<file path="config.mk">
export PLATFORM = sky130hd
export DESIGN_NAME = div_sched
export DESIGN_NICKNAME = d
export VERILOG_FILES = /design/src/rtl/div_pkg.sv /design/src/rtl/div_iter_u.sv /design/src/rtl/div_sched.sv
export SDC_FILE = /design/constraint.sdc
export NUM_CORES = 1
export LEC_CHECK = 0
export CORE_MARGIN = 1.5
export CORE_UTILIZATION = 40
export CTS_BUF_LIST = sky130_fd_sc_hd__clkbuf_4
export CTS_CLUSTER_SIZE = 14
export DETAILED_ROUTE_END_ITERATION = 12
export PLACE_DENSITY_LB_ADDON = 0.08
export SLEW_MARGIN = 15
export SYNTH_ARGS = -nofsm -noshare
export SYNTH_HDL_FRONTEND = slang
export SYNTH_HIERARCHICAL = 1
export SYNTH_SLANG_ARGS = --single-unit
</file>
<file path="constraint.sdc">
create_clock -name clk -period 5.8 [get_ports clk]
set_input_delay 1.16 -clock clk [delete_from_list [all_inputs] [get_ports clk]]
set_output_delay 1.16 -clock clk [all_outputs]
set_load 0.05 [all_outputs]
</file>
<file path="src/rtl/div_pkg.sv">
// div_pkg: shared width, FSM states and constants for the divider scheduler
package div_pkg;
    localparam int DIV_W = 32;
    typedef enum logic [1:0] {IDLE, RUN, FIX} state_t;
    typedef logic port_t;
    localparam logic [DIV_W-1:0] DIV0_QUO = '1;
endpackage

</file>
<file path="src/rtl/div_iter_u.sv">
// div_iter_u: restoring unsigned divider, one quotient bit per cycle
module div_iter_u
    import div_pkg::*;
#(parameter int WIDTH = DIV_W)
(
    input  logic             clk,
    input  logic             rst,
    input  logic             start,
    input  logic [WIDTH-1:0] dnd,
    input  logic [WIDTH-1:0] der,
    output logic             busy,
    output logic             done,
    output logic [WIDTH-1:0] quo,
    output logic [WIDTH-1:0] rem
);
    localparam int CW = $clog2(WIDTH + 1);
    logic [WIDTH-1:0] d;
    logic [CW-1:0]    cnt;
    logic [WIDTH:0]   t;
    logic             ge;
    // partial remainder shifted left with the next dividend bit; t < 2*d so the low bits minus d cannot wrap
    always_comb begin
        t    = {rem, quo[WIDTH-1]};
        ge   = t[WIDTH] || (t[WIDTH-1:0] >= d);
        done = busy && (cnt == CW'(1));
    end
    // load operands on start, then shift/subtract until the last bit is produced
    always_ff @(posedge clk) begin
        if (rst) begin
            busy <= 1'b0;
            cnt  <= '0;
            d    <= '0;
            quo  <= '0;
            rem  <= '0;
        end else if (start) begin
            busy <= 1'b1;
            cnt  <= CW'(WIDTH);
            d    <= der;
            quo  <= dnd;
            rem  <= '0;
        end else if (busy) begin
            quo  <= {quo[WIDTH-2:0], ge};
            rem  <= ge ? t[WIDTH-1:0] - d : t[WIDTH-1:0];
            cnt  <= cnt - CW'(1);
            busy <= !done;
        end
    end
endmodule

</file>
<file path="src/rtl/div_sched.sv">
// div_sched: round-robin front end for a shared divider with sign and divide-by-zero fix-up
module div_sched
    import div_pkg::*;
#(parameter int WIDTH = DIV_W)
(
    input  logic             clk,
    input  logic             rst,
    input  logic             req0,
    input  logic             req1,
    input  logic             sgn0,
    input  logic             sgn1,
    input  logic [WIDTH-1:0] dnd0,
    input  logic [WIDTH-1:0] dnd1,
    input  logic [WIDTH-1:0] der0,
    input  logic [WIDTH-1:0] der1,
    output logic             ack0,
    output logic             ack1,
    output logic             done0,
    output logic             done1,
    output logic [WIDTH-1:0] quo,
    output logic [WIDTH-1:0] rem,
    output logic             err,
    output logic             busy
);
    state_t           state, nxt;
    port_t            lst, g, pid;
    logic             go, s, nq, nr, zf, cbusy, cdone;
    logic [WIDTH-1:0] a, b, am, bm, raw, cq, cr;
    // grant selection, operand magnitudes, ack pulses and next state
    always_comb begin
        g    = (req0 && req1) ? ~lst : req1;
        s    = g ? sgn1 : sgn0;
        a    = g ? dnd1 : dnd0;
        b    = g ? der1 : der0;
        am   = (s && a[WIDTH-1]) ? -a : a;
        bm   = (s && b[WIDTH-1]) ? -b : b;
        go   = (state == IDLE) && (req0 || req1);
        ack0 = go && !g;
        ack1 = go && g;
        nxt  = go ? ((|b) ? RUN : FIX) :
               (state == RUN && cdone) ? FIX :
               (state == FIX) ? IDLE : state;
    end
    // state register
    always_ff @(posedge clk) begin
        if (rst) state <= IDLE;
        else     state <= nxt;
    end
    // latch the granted request, then apply sign and zero fix-ups to the core result
    always_ff @(posedge clk) begin
        if (rst) begin
            lst   <= 1'b1;
            pid   <= 1'b0;
            nq    <= 1'b0;
            nr    <= 1'b0;
            zf    <= 1'b0;
            raw   <= '0;
            quo   <= '0;
            rem   <= '0;
            err   <= 1'b0;
            done0 <= 1'b0;
            done1 <= 1'b0;
        end else begin
            done0 <= (state == FIX) && !pid;
            done1 <= (state == FIX) && pid;
            if (go) begin
                lst <= g;
                pid <= g;
                nq  <= s && (a[WIDTH-1] ^ b[WIDTH-1]);
                nr  <= s && a[WIDTH-1];
                zf  <= ~|b;
                raw <= a;
            end
            if (state == FIX) begin
                quo <= zf ? {WIDTH{DIV0_QUO[0]}} : nq ? -cq : cq;
                rem <= zf ? raw : nr ? -cr : cr;
                err <= zf;
            end
        end
    end
    assign busy = (state != IDLE) || cbusy;
    div_iter_u #(.WIDTH(WIDTH)) u_core (
        .clk   (clk),
        .rst   (rst),
        .start (go && (|b)),
        .dnd   (am),
        .der   (bm),
        .busy  (cbusy),
        .done  (cdone),
        .quo   (cq),
        .rem   (cr)
    );
endmodule

</file>
==> results of run 1 <==
cells in the mapped netlist, types with 28 or more instances:
library cell / count
ha_1: 38
xnor2_1: 71
xor2_1: 67
o21ai_0: 107
a31oi_1: 33
o31ai_1: 29
inv_1: 55
a211oi_1: 40
nor4_1: 28
nor3_1: 49
nand3_1: 33
a21oi_1: 141
nor2_1: 240
nand2_1: 150
dfxtp_1: 209
mux2i_1: 148
clkbuf_1: 76
worst reg2reg max path: cells and delay by family (launching register included):
family	cells	cell delay (ns)
AO/OA/AOI/OAI	2	0.49
adder cells (fa/ha/maj)	1	0.23
buffers and inverters	3	0.94
flip-flops	1	0.43
multiplexers	3	0.66
AND/OR/NAND/NOR	4	0.97
flip-flops by register name, indices dropped and copies added, names as in the netlist:
register and count:
pid 1, u_core/quo 32, done0 1, quo 32
zf 1, state 2, err 1, raw 32
lst 1, u_core/cnt 6, nq 1, done1 1
u_core/d 32, u_core/rem 32, u_core/busy 1, nr 1
rem 32
metal layers:
layer  global-route usage, %  vias to the layer above  wire length (um)
li1                        -                     7008                 -
met1                    40.9                     6669             24500
met2                    37.4                      557             19600
met3                    3.89                       41              3710
met4                    5.62                        0               552
met5                       0                        -                 0
kinds of logic (layout without fill, tap and decap cells):
| logic type | count (synthesis) | in the layout |
|---|---|---|
| adder cells (fa/ha/maj) | 39 | 39 |
| AND/OR/NAND/NOR | 636 | 636 |
| AO/OA/AOI/OAI | 488 | 488 |
| flip-flops | 209 | 209 |
| multiplexers | 150 | 150 |
| other | 0 | 2 |
| XOR/XNOR | 138 | 138 |
| buffers and inverters | 172 | 383 |
cell type report:
type                       count  area, um^2  area share (%)
tap                          455         569            3.30
inverter                      56         210            1.22
sequential                   209        4190            24.3
multi-input combinational   1451        9350            54.2
clock inverter                14        88.8           0.514
antenna                        2        5.00          0.0290
timing repair buffer         226        2200            12.8
clock buffer                  87         653            3.78
worst max-delay path by stage:
stage	start	to	cells after the start
floorplan	req1	u_core/rem[7]	17
global placement	req0	u_core/d[11]	16
detailed placement	req0	u_core/d[29]	14
CTS	req0	ack1	4
global route	req0	u_core/d[22]	14
finish	req0	ack1	4
metrics by stage:
stage,utilization (%),instance area (um^2),hold slack (ns)
2_1_floorplan,-,14100,0.407
3_3_place_gp,47.6,16500,0.446
3_5_place_dp,47.6,16500,0.447
4_1_cts,49.7,17300,0.456
5_1_grt,49.7,17300,0.479
6_report,49.7,17300,0.454
report_power, final:
group | switching [W] | internal (W) | leakage (nW)
Sequential | 0.000146 | 0.00153 | 1.71
Combinational | 0.000950 | 0.000628 | 4.52
Clock | 0.000647 | 0.000726 | 0.447
==> key figures, run 1 <==
Status
  • Status: complete, no violations

Cells and area
  • Fillers: 3,522
  • Layout cells sized above 1: 7.39%
  • Most frequent cells in the layout: nor2_1 (238), dfxtp_1 (208), clkdlybuf4s50_1 (202)
  • Final Non-Filler Cells: ~2,500
  • Area Growth Syn to Fin: 22.0%
  • # nets final: 2,175
  • Most common cell after layout, fill and taps aside: nor2_1

Logic synthesis
  • Synth area leaders: dfxtp_1 (30%), mux2i_1 (10%), nor2_1 (6.4%)
  • Synth Area in Compound Gates: 21.8%
  • Post-Syn Area: between 10,000 and 15,000 um^2
  • Synthesized netlist cell count: 1,832
  • Synth warnings: 6
  • Mean Syn Cell Area: 7.72 um^2
  • Largest family of logic cells by synthesized area: compound AO/OA/AOI/OAI gates
  • Synth Flop Type: dfxtp_1
  • Synth area leader: dfxtp_1
  • Top cell type's share of synthesized area: between 20% and 30%
  • Netlist cell types: 78
  • Synth Area in XOR/XNOR: 8.54%
  • Synthesized-area fraction occupied by and/or/nand/nor cells: 21.1%
  • Synth Area in Adders: between 3 and 4%
  • Post-synth EDFFs: 0
  • Synthesized Nets: ~2,000
  • Mux cell area share after synthesis: 10.7%
  • Register area share after synthesis: 29.6%
  • Fraction of synthesis flops using an asynchronous set or reset pin: 0%
  • Flop and latch count out of synthesis: around 210

Setup path
  • Largest delay share family, worst path: buffers and inverters
  • Slowest-stage cell, CP: clkdlybuf4s50_1
  • Crit start category: primary input
  • Critical R2R Capture: u_core/d[29]
  • Crit-path cells: clkdlybuf4s50_1, a21bo_4, nor2_1, clkdlybuf4s50_1
  • CP max stage delay: 0.95 ns
  • CP arrival: 3.49 ns
  • Required time of the critical path: 4.64 ns
  • FF-to-FF path depth: 13
  • Crit path max fanout: 19
  • Most frequent CP cell: clkdlybuf4s50_1
  • Worst Path Buf+Inv: 2
  • Crit end category: output port
  • Reg2reg start: lst
  • Worst Setup Path Type: primary input to output port
  • R2r setup slk: 1.94 ns

CTS
  • H-Tree Depth: 2
  • Longest Clk Path Bufs: 3
  • Inserted Clock Buffers: 58
  • Post-CTS sizing: 0
  • Clock Latency Late Sink: 0.74 ns
  • CTS tree: built
  • Post-CTS Setup Repair Bufs: 0
  • CTS clk-pin slew, worst paths: 0.06 ns
  • CTS Hold Buffers Added: 0
  • Clk sinks: 209
  • CTS Root Cell: clkbuf_4

Global routing
  • Pin count of the biggest net entering global routing: 76
  • GRT Total Usage: 26.3%
  • First-pass GRT wire length: 75,400 um
  • Vias in the first global route: 13,200
  • Initial antenna violation count: 2
  • GRT overflow: 0

Placement
  • Placed Cells: 2,397
  • DP HPWL: 36,900 um
  • I/O Buffers: about 200
  • Routability Congestion: just under 0.9
  • Dpl ws: 0.521 ns

Route
  • Via density: 5.71
  • Detail Route Antenna Nets: 0
  • DRC viols: 0
  • Initial DRC count: 1,215
  • Drt pass-1 iters: 7
  • DR WL/cell: roughly 19 um
  • Vias post-DR: 14,300
  • Routed WL: between 40,000 and 50,000 um

Floorplanning
  • DIE HEIGHT: 191 um
  • Die area: 36,500 um^2
  • Num rows: 68
  • Core Region: ~35,000 um^2
  • Die X: around 190 um
  • Starting density of the core: roughly two fifths
  • # IOs: ~200

Power and ir drop
  • Cell Pwr Density: 268 nW/um^2
  • Leakage dissipation: between 6 and 7 nW
  • Final Power: between 0.004 and 0.005 W
  • Maximum vdd drop: around 0.00011 V

STA
  • PnR worst setup slack: 1.15 ns
  • Setup TNS: 0 ns
  • Headroom to the max-slew limit: 21.4%
  • Setup violators final: 0
  • Final Hold Viols: 0
  • Fin crit share: roughly four fifths
  • FMAX: 215 MHz
  • Actual slew at the worst max-slew pin: 1.17 ns
  • RSZ-0062 raised after global routing: false
  • Final Skew: 0.0593 ns
  • Fin. max-slew vios: 0
  • Min Clock Period, post-route: 4.65 ns

Flow run
  • Max-cap viol count: 0

Min path
  • Hold Startpoint: rem[13]
  • Hold EP: rem[13]
  • Hold Crit Class: flip-flop to flip-flop
  • WHS Path Cells: 2
(Power assumes the default switching activity.)
==> run 2, diff against run 1 <==
clock period = 4.58 ns   (was 5.8 ns; I/O delays follow)
==> key figures, run 2 (synthesized netlist as in run 1, its figures left out) <==
Global routing
  • Initial antenna violation count: 1
  • First-pass GRT wire length: roughly 74,000 um
  • GRT Total Usage: 25.9%
  • Vias in the first global route: 13,000
  • GRT overflow: 0
  • Pin count of the biggest net entering global routing: slightly below 90

Route
  • Detail Route Antenna Nets: 0
  • Initial DRC count: between 1,000 and 1,500
  • Routed WL: 48,000 um
  • DRC viols: 0
  • DR WL/cell: between 15 and 20 um
  • Via density: 5.67
  • Vias post-DR: 14,300
  • Drt pass-1 iters: 5

STA
  • Min Clock Period, post-route: approximately 4.2 ns
  • Setup violators final: 0
  • Actual slew at the worst max-slew pin: 1.15 ns
  • FMAX: ~240 MHz
  • Final Skew: 0.0584 ns
  • Headroom to the max-slew limit: about 23%
  • Final Hold Viols: 0
  • Setup TNS: 0 ns
  • Fin. max-slew vios: 0
  • RSZ-0062 raised after global routing: false
  • Fin crit share: 92.5%

Setup path
  • R2r setup slk: around 1.2 ns
  • Required time of the critical path: 3.66 ns
  • CP max stage delay: 0.95 ns
  • Reg2reg start: u_core/quo[31]
  • Slowest-stage cell, CP: clkdlybuf4s50_1
  • Crit-path cells: clkdlybuf4s50_1, a21bo_4, buf_12, nor2_1, clkdlybuf4s50_1
  • Most frequent CP cell: clkdlybuf4s50_1
  • FF-to-FF path depth: 11
  • CP endpoint: ack1
  • CP arrival: between 3 and 4 ns
  • Crit start category: primary input
  • Crit end category: output port
  • Crit path max fanout: 53
  • Worst Setup Path Type: primary input to output port
  • Critical R2R Capture: u_core/rem[15]
  • CP startpoint: req0

Min path
  • Hold Crit Class: flip-flop to flip-flop
  • Hold Startpoint: rem[5]

Cells and area
  • Layout cells sized above 1: ~8.0%
  • Area Growth Syn to Fin: 22.6%
  • Most common cell after layout, fill and taps aside: nor2_1
  • Most frequent cells in the layout: nor2_1 (238), dfxtp_1 (208), clkdlybuf4s50_1 (202)
  • # nets final: 2,185
  • Final Non-Filler Cells: between 2,000 and 3,000

Status
  • Status: complete, no violations

CTS
  • Clk sinks: 209
  • Clock Latency Late Sink: 0.74 ns
  • CTS Hold Buffers Added: 0
  • CTS Root Cell: clkbuf_4
  • Inserted Clock Buffers: 59
  • CTS clk-pin slew, worst paths: 0.06 ns
  • CTS tree: built
  • Longest Clk Path Bufs: 3
  • Post-CTS Setup Repair Bufs: 0
  • H-Tree Depth: 2
  • Post-CTS sizing: 0

Power and ir drop
  • Maximum vdd drop: approximately 0.00014 V
  • Cell Pwr Density: 338 nW/um^2
  • Leakage dissipation: 6.75 nW
  • Final Power: 0.00586 W

Floorplanning
  • Starting density of the core: 40.8%
  • # IOs: 204
  • Die X: 191 um
  • Die area: roughly 37,000 um^2
  • Num rows: 68
  • Core Region: 34,700 um^2
  • DIE HEIGHT: 191 um

Placement
  • Placed Cells: 2,406
  • I/O Buffers: 203
  • DP HPWL: 37,300 um
  • Routability Congestion: approximately 0.9

Flow run
  • Max-cap viol count: 0
-- run 2: metrics by stage --
step                worst slack (ns)  hold WS (ns)  area, um^2  utilization, %
floorplan                    0.00635         0.407       14200               -
finish                         0.344         0.456       17400            50.0
global route                   0.291         0.414       17400            50.0
detailed placement             0.232         0.451       16600            47.8
CTS                            0.342         0.417       17400            50.0
global placement               0.321         0.447       16600            47.8
-- run 2: area by class of cell --
class                   count  area [um^2]
diodes                      1         2.50
clock buffers              94          706
clock inverters            11         52.6
fillers                  3463        17400
inverters                  56          210
multi-input cells        1451         9340
flip-flops and latches    209         4190
well taps                 455          569
repair buffers            235         2290
-- run 2: metal layers --
metal	wire, um	vias to the layer above	global-route usage (%)
li1	-	7014	-
met1	24200	6678	39.8
met2	19700	504	37.0
met3	3370	56	4.24
met4	749	0	6.37
met5	0	-	0
-- run 2: power breakdown --
group	internal (W)	total, W	switching [W]
clock network	0.000925	0.00174	0.000812
logic	0.000803	0.00200	0.00120
registers	0.00194	0.00212	0.000179
-- run 2: worst min path at each step --
stage | end | slack [ns] | cells past startpoint
2_1_floorplan | done0 | 0.41 | 1
3_3_place_gp | rem[5] | 0.45 | 2
3_5_place_dp | rem[23] | 0.45 | 2
4_1_cts | u_core/d[5] | 0.42 | 2
5_1_grt | u_core/d[5] | 0.41 | 2
6_report | rem[5] | 0.46 | 2
-- run 2: critical path, delay by kind of cell --
family	cells	cell delay, ns
AOI/OAI and AO/OA	1	0.31
buffers and inverters	3	1.66
and+or+nand+nor	1	0.41
==> run 3, diff against run 2 <==
clock period = 4.71 ns   (was 4.58 ns; I/O delays follow)
==> key figures, run 3 (synthesized netlist as in run 1, its figures left out) <==
CTS
  • Inserted Clock Buffers: 57
  • Clock Latency Late Sink: 0.74 ns
  • CTS tree: built
  • Post-CTS sizing: 0
  • CTS clk-pin slew, worst paths: around 0.06 ns
  • Post-CTS Setup Repair Bufs: 0
  • CTS Hold Buffers Added: 0
  • Clk sinks: 209
  • H-Tree Depth: 2
  • CTS Root Cell: clkbuf_4
  • Longest Clk Path Bufs: 3

Route
  • DR WL/cell: 19.1 um
  • Vias post-DR: approximately 14,000
  • Initial DRC count: around 1,100
  • Drt pass-1 iters: 5
  • DRC viols: 0
  • Via density: 5.68
  • Routed WL: between 40,000 and 50,000 um
  • Detail Route Antenna Nets: 0

Placement
  • I/O Buffers: approximately 200
  • Routability Congestion: 0.921
  • DP HPWL: 36,800 um
  • Dpl ws: between 0.3 and 0.4 ns

STA
  • WHS: 0.454 ns
  • Setup violators final: 0
  • PnR worst setup slack: about 0.52 ns
  • Fin. max-slew vios: 0
  • Actual slew at the worst max-slew pin: roughly 1.2 ns
  • Headroom to the max-slew limit: 22.4%
  • Min Clock Period, post-route: roughly 4.2 ns
  • RSZ-0062 raised after global routing: false
  • Final Hold Viols: 0
  • Setup TNS: 0 ns
  • Fin crit share: 88.9%
  • FMAX: 239 MHz
  • Final Skew: 0.0902 ns

Min path
  • Hold Crit Class: flip-flop to flip-flop

Floorplanning
  • Num rows: 68
  • Starting density of the core: 40.8%
  • Die area: between 30,000 and 40,000 um^2
  • Core Region: 34,700 um^2
  • Die X: approximately 190 um
  • DIE HEIGHT: about 190 um
  • # IOs: 204

Setup path
  • Required time of the critical path: 3.77 ns
  • Largest delay share family, worst path: buffers and inverters
  • CP arrival: 3.25 ns
  • Crit start category: primary input
  • Crit-path cells: clkdlybuf4s50_1, a21bo_4, buf_12, nor2_1, clkdlybuf4s50_1
  • Crit end category: output port
  • CP max stage delay: 0.90 ns
  • Worst Path Buf+Inv: 3
  • Slowest-stage cell, CP: clkdlybuf4s50_1
  • Worst Setup Path Type: primary input to output port
  • Crit path max fanout: 55
  • Most frequent CP cell: clkdlybuf4s50_1

Cells and area
  • # nets final: 2,184
  • Most frequent cells in the layout: nor2_1 (238), dfxtp_1 (208), clkdlybuf4s50_1 (202)
  • Most common cell after layout, fill and taps aside: nor2_1
  • Area Growth Syn to Fin: 22.3%
  • Fin util: around half
  • Layout cells sized above 1: between 7 and 8%

Power and ir drop
  • Int Power: ~0.0035 W
  • Cell Pwr Density: 324 nW/um^2
  • Sw Pwr: 0.00212 W
  • Clock group share of total power: 28.3%
  • Sequential Power Share: 36.7%
  • Maximum vdd drop: 0.000114 V
  • Comb power frac: 34.9%
  • Switching share of power: 37.8%
  • Leakage dissipation: 6.71 nW

Global routing
  • GRT overflow: 0
  • First-pass GRT wire length: around 74,000 um
  • Pin count of the biggest net entering global routing: 100
  • GRT Total Usage: 25.8%
  • Vias in the first global route: around 13,000
  • Initial antenna violation count: 3

Status
  • Status: complete, no violations

Flow run
  • Max-cap viol count: 0
-- run 3: cell count changes in the layout (fill, tap and decap cells not counted), sizes merged --
| cell | before | now |
|---|---|---|
| clkinv | 10 | 14 |
| inv | 57 | 56 |
| clkbuf | 94 | 84 |
| buf | 33 | 34 |
-- run 3: worst reg2reg max path: stages (launching register included) --
cell	delay (ns)
dfxtp_1	0.45
inv_1	0.07
ha_1	0.23
fa_1	0.41
nor2b_1	0.17
o31a_1	0.24
o211ai_2	0.20
a211oi_2	0.30
or3_1	0.61
buf_4	0.34
nand2_1	0.08
a311oi_1	0.26
-- run 3: cell type report --
class | instances | area, um^2
clock buffer | 84 | 631
sequential | 209 | 4190
antenna | 1 | 2.50
fill | 3507 | 17400
timing repair buffer | 236 | 2300
multi-input combinational | 1451 | 9340
clock inverter | 14 | 65.1
tap | 455 | 569
inverter | 56 | 210
-- run 3: stage by stage --
step,instances,area (um^2),total power [W]
floorplan,1832,14200,0.00341
detailed placement,2407,16600,0.00402
CTS,2505,17300,0.00564
global route,2506,17300,0.00597
global placement,2407,16600,0.00401
finish,2506,17300,0.00561
-- run 3: path summary, 6_finish.rpt --
path	cells after the start	slack, ns	to	start
setup / recovery	5	0.52	ack1	req0
hold / removal	2	0.45	rem[24]	rem[24]
setup reg to reg	11	1.26	u_core/rem[12]	u_core/quo[31]
hold reg to reg	2	0.45	rem[24]	rem[24]
-- run 3: per-layer routing --
layer  vias up  share of wire [%]  global-route usage (%)
met1      6614                 50                    39.4
met3        65                7.8                    4.66
met4         2                1.9                    6.70
met5         -              0.019                       0
li1       6998                  -                       -
met2       562                 40                    36.6
-- run 3: power groups by stage --
stage                     Combinational [W]  Sequential, W  Clock (W)
after detailed placement            0.00193        0.00210          0
after global routing                0.00215        0.00208    0.00174
final                               0.00196        0.00206    0.00159
after global placement              0.00192        0.00209          0
after CTS                           0.00194        0.00206    0.00165
after floorplan                     0.00139        0.00202          0
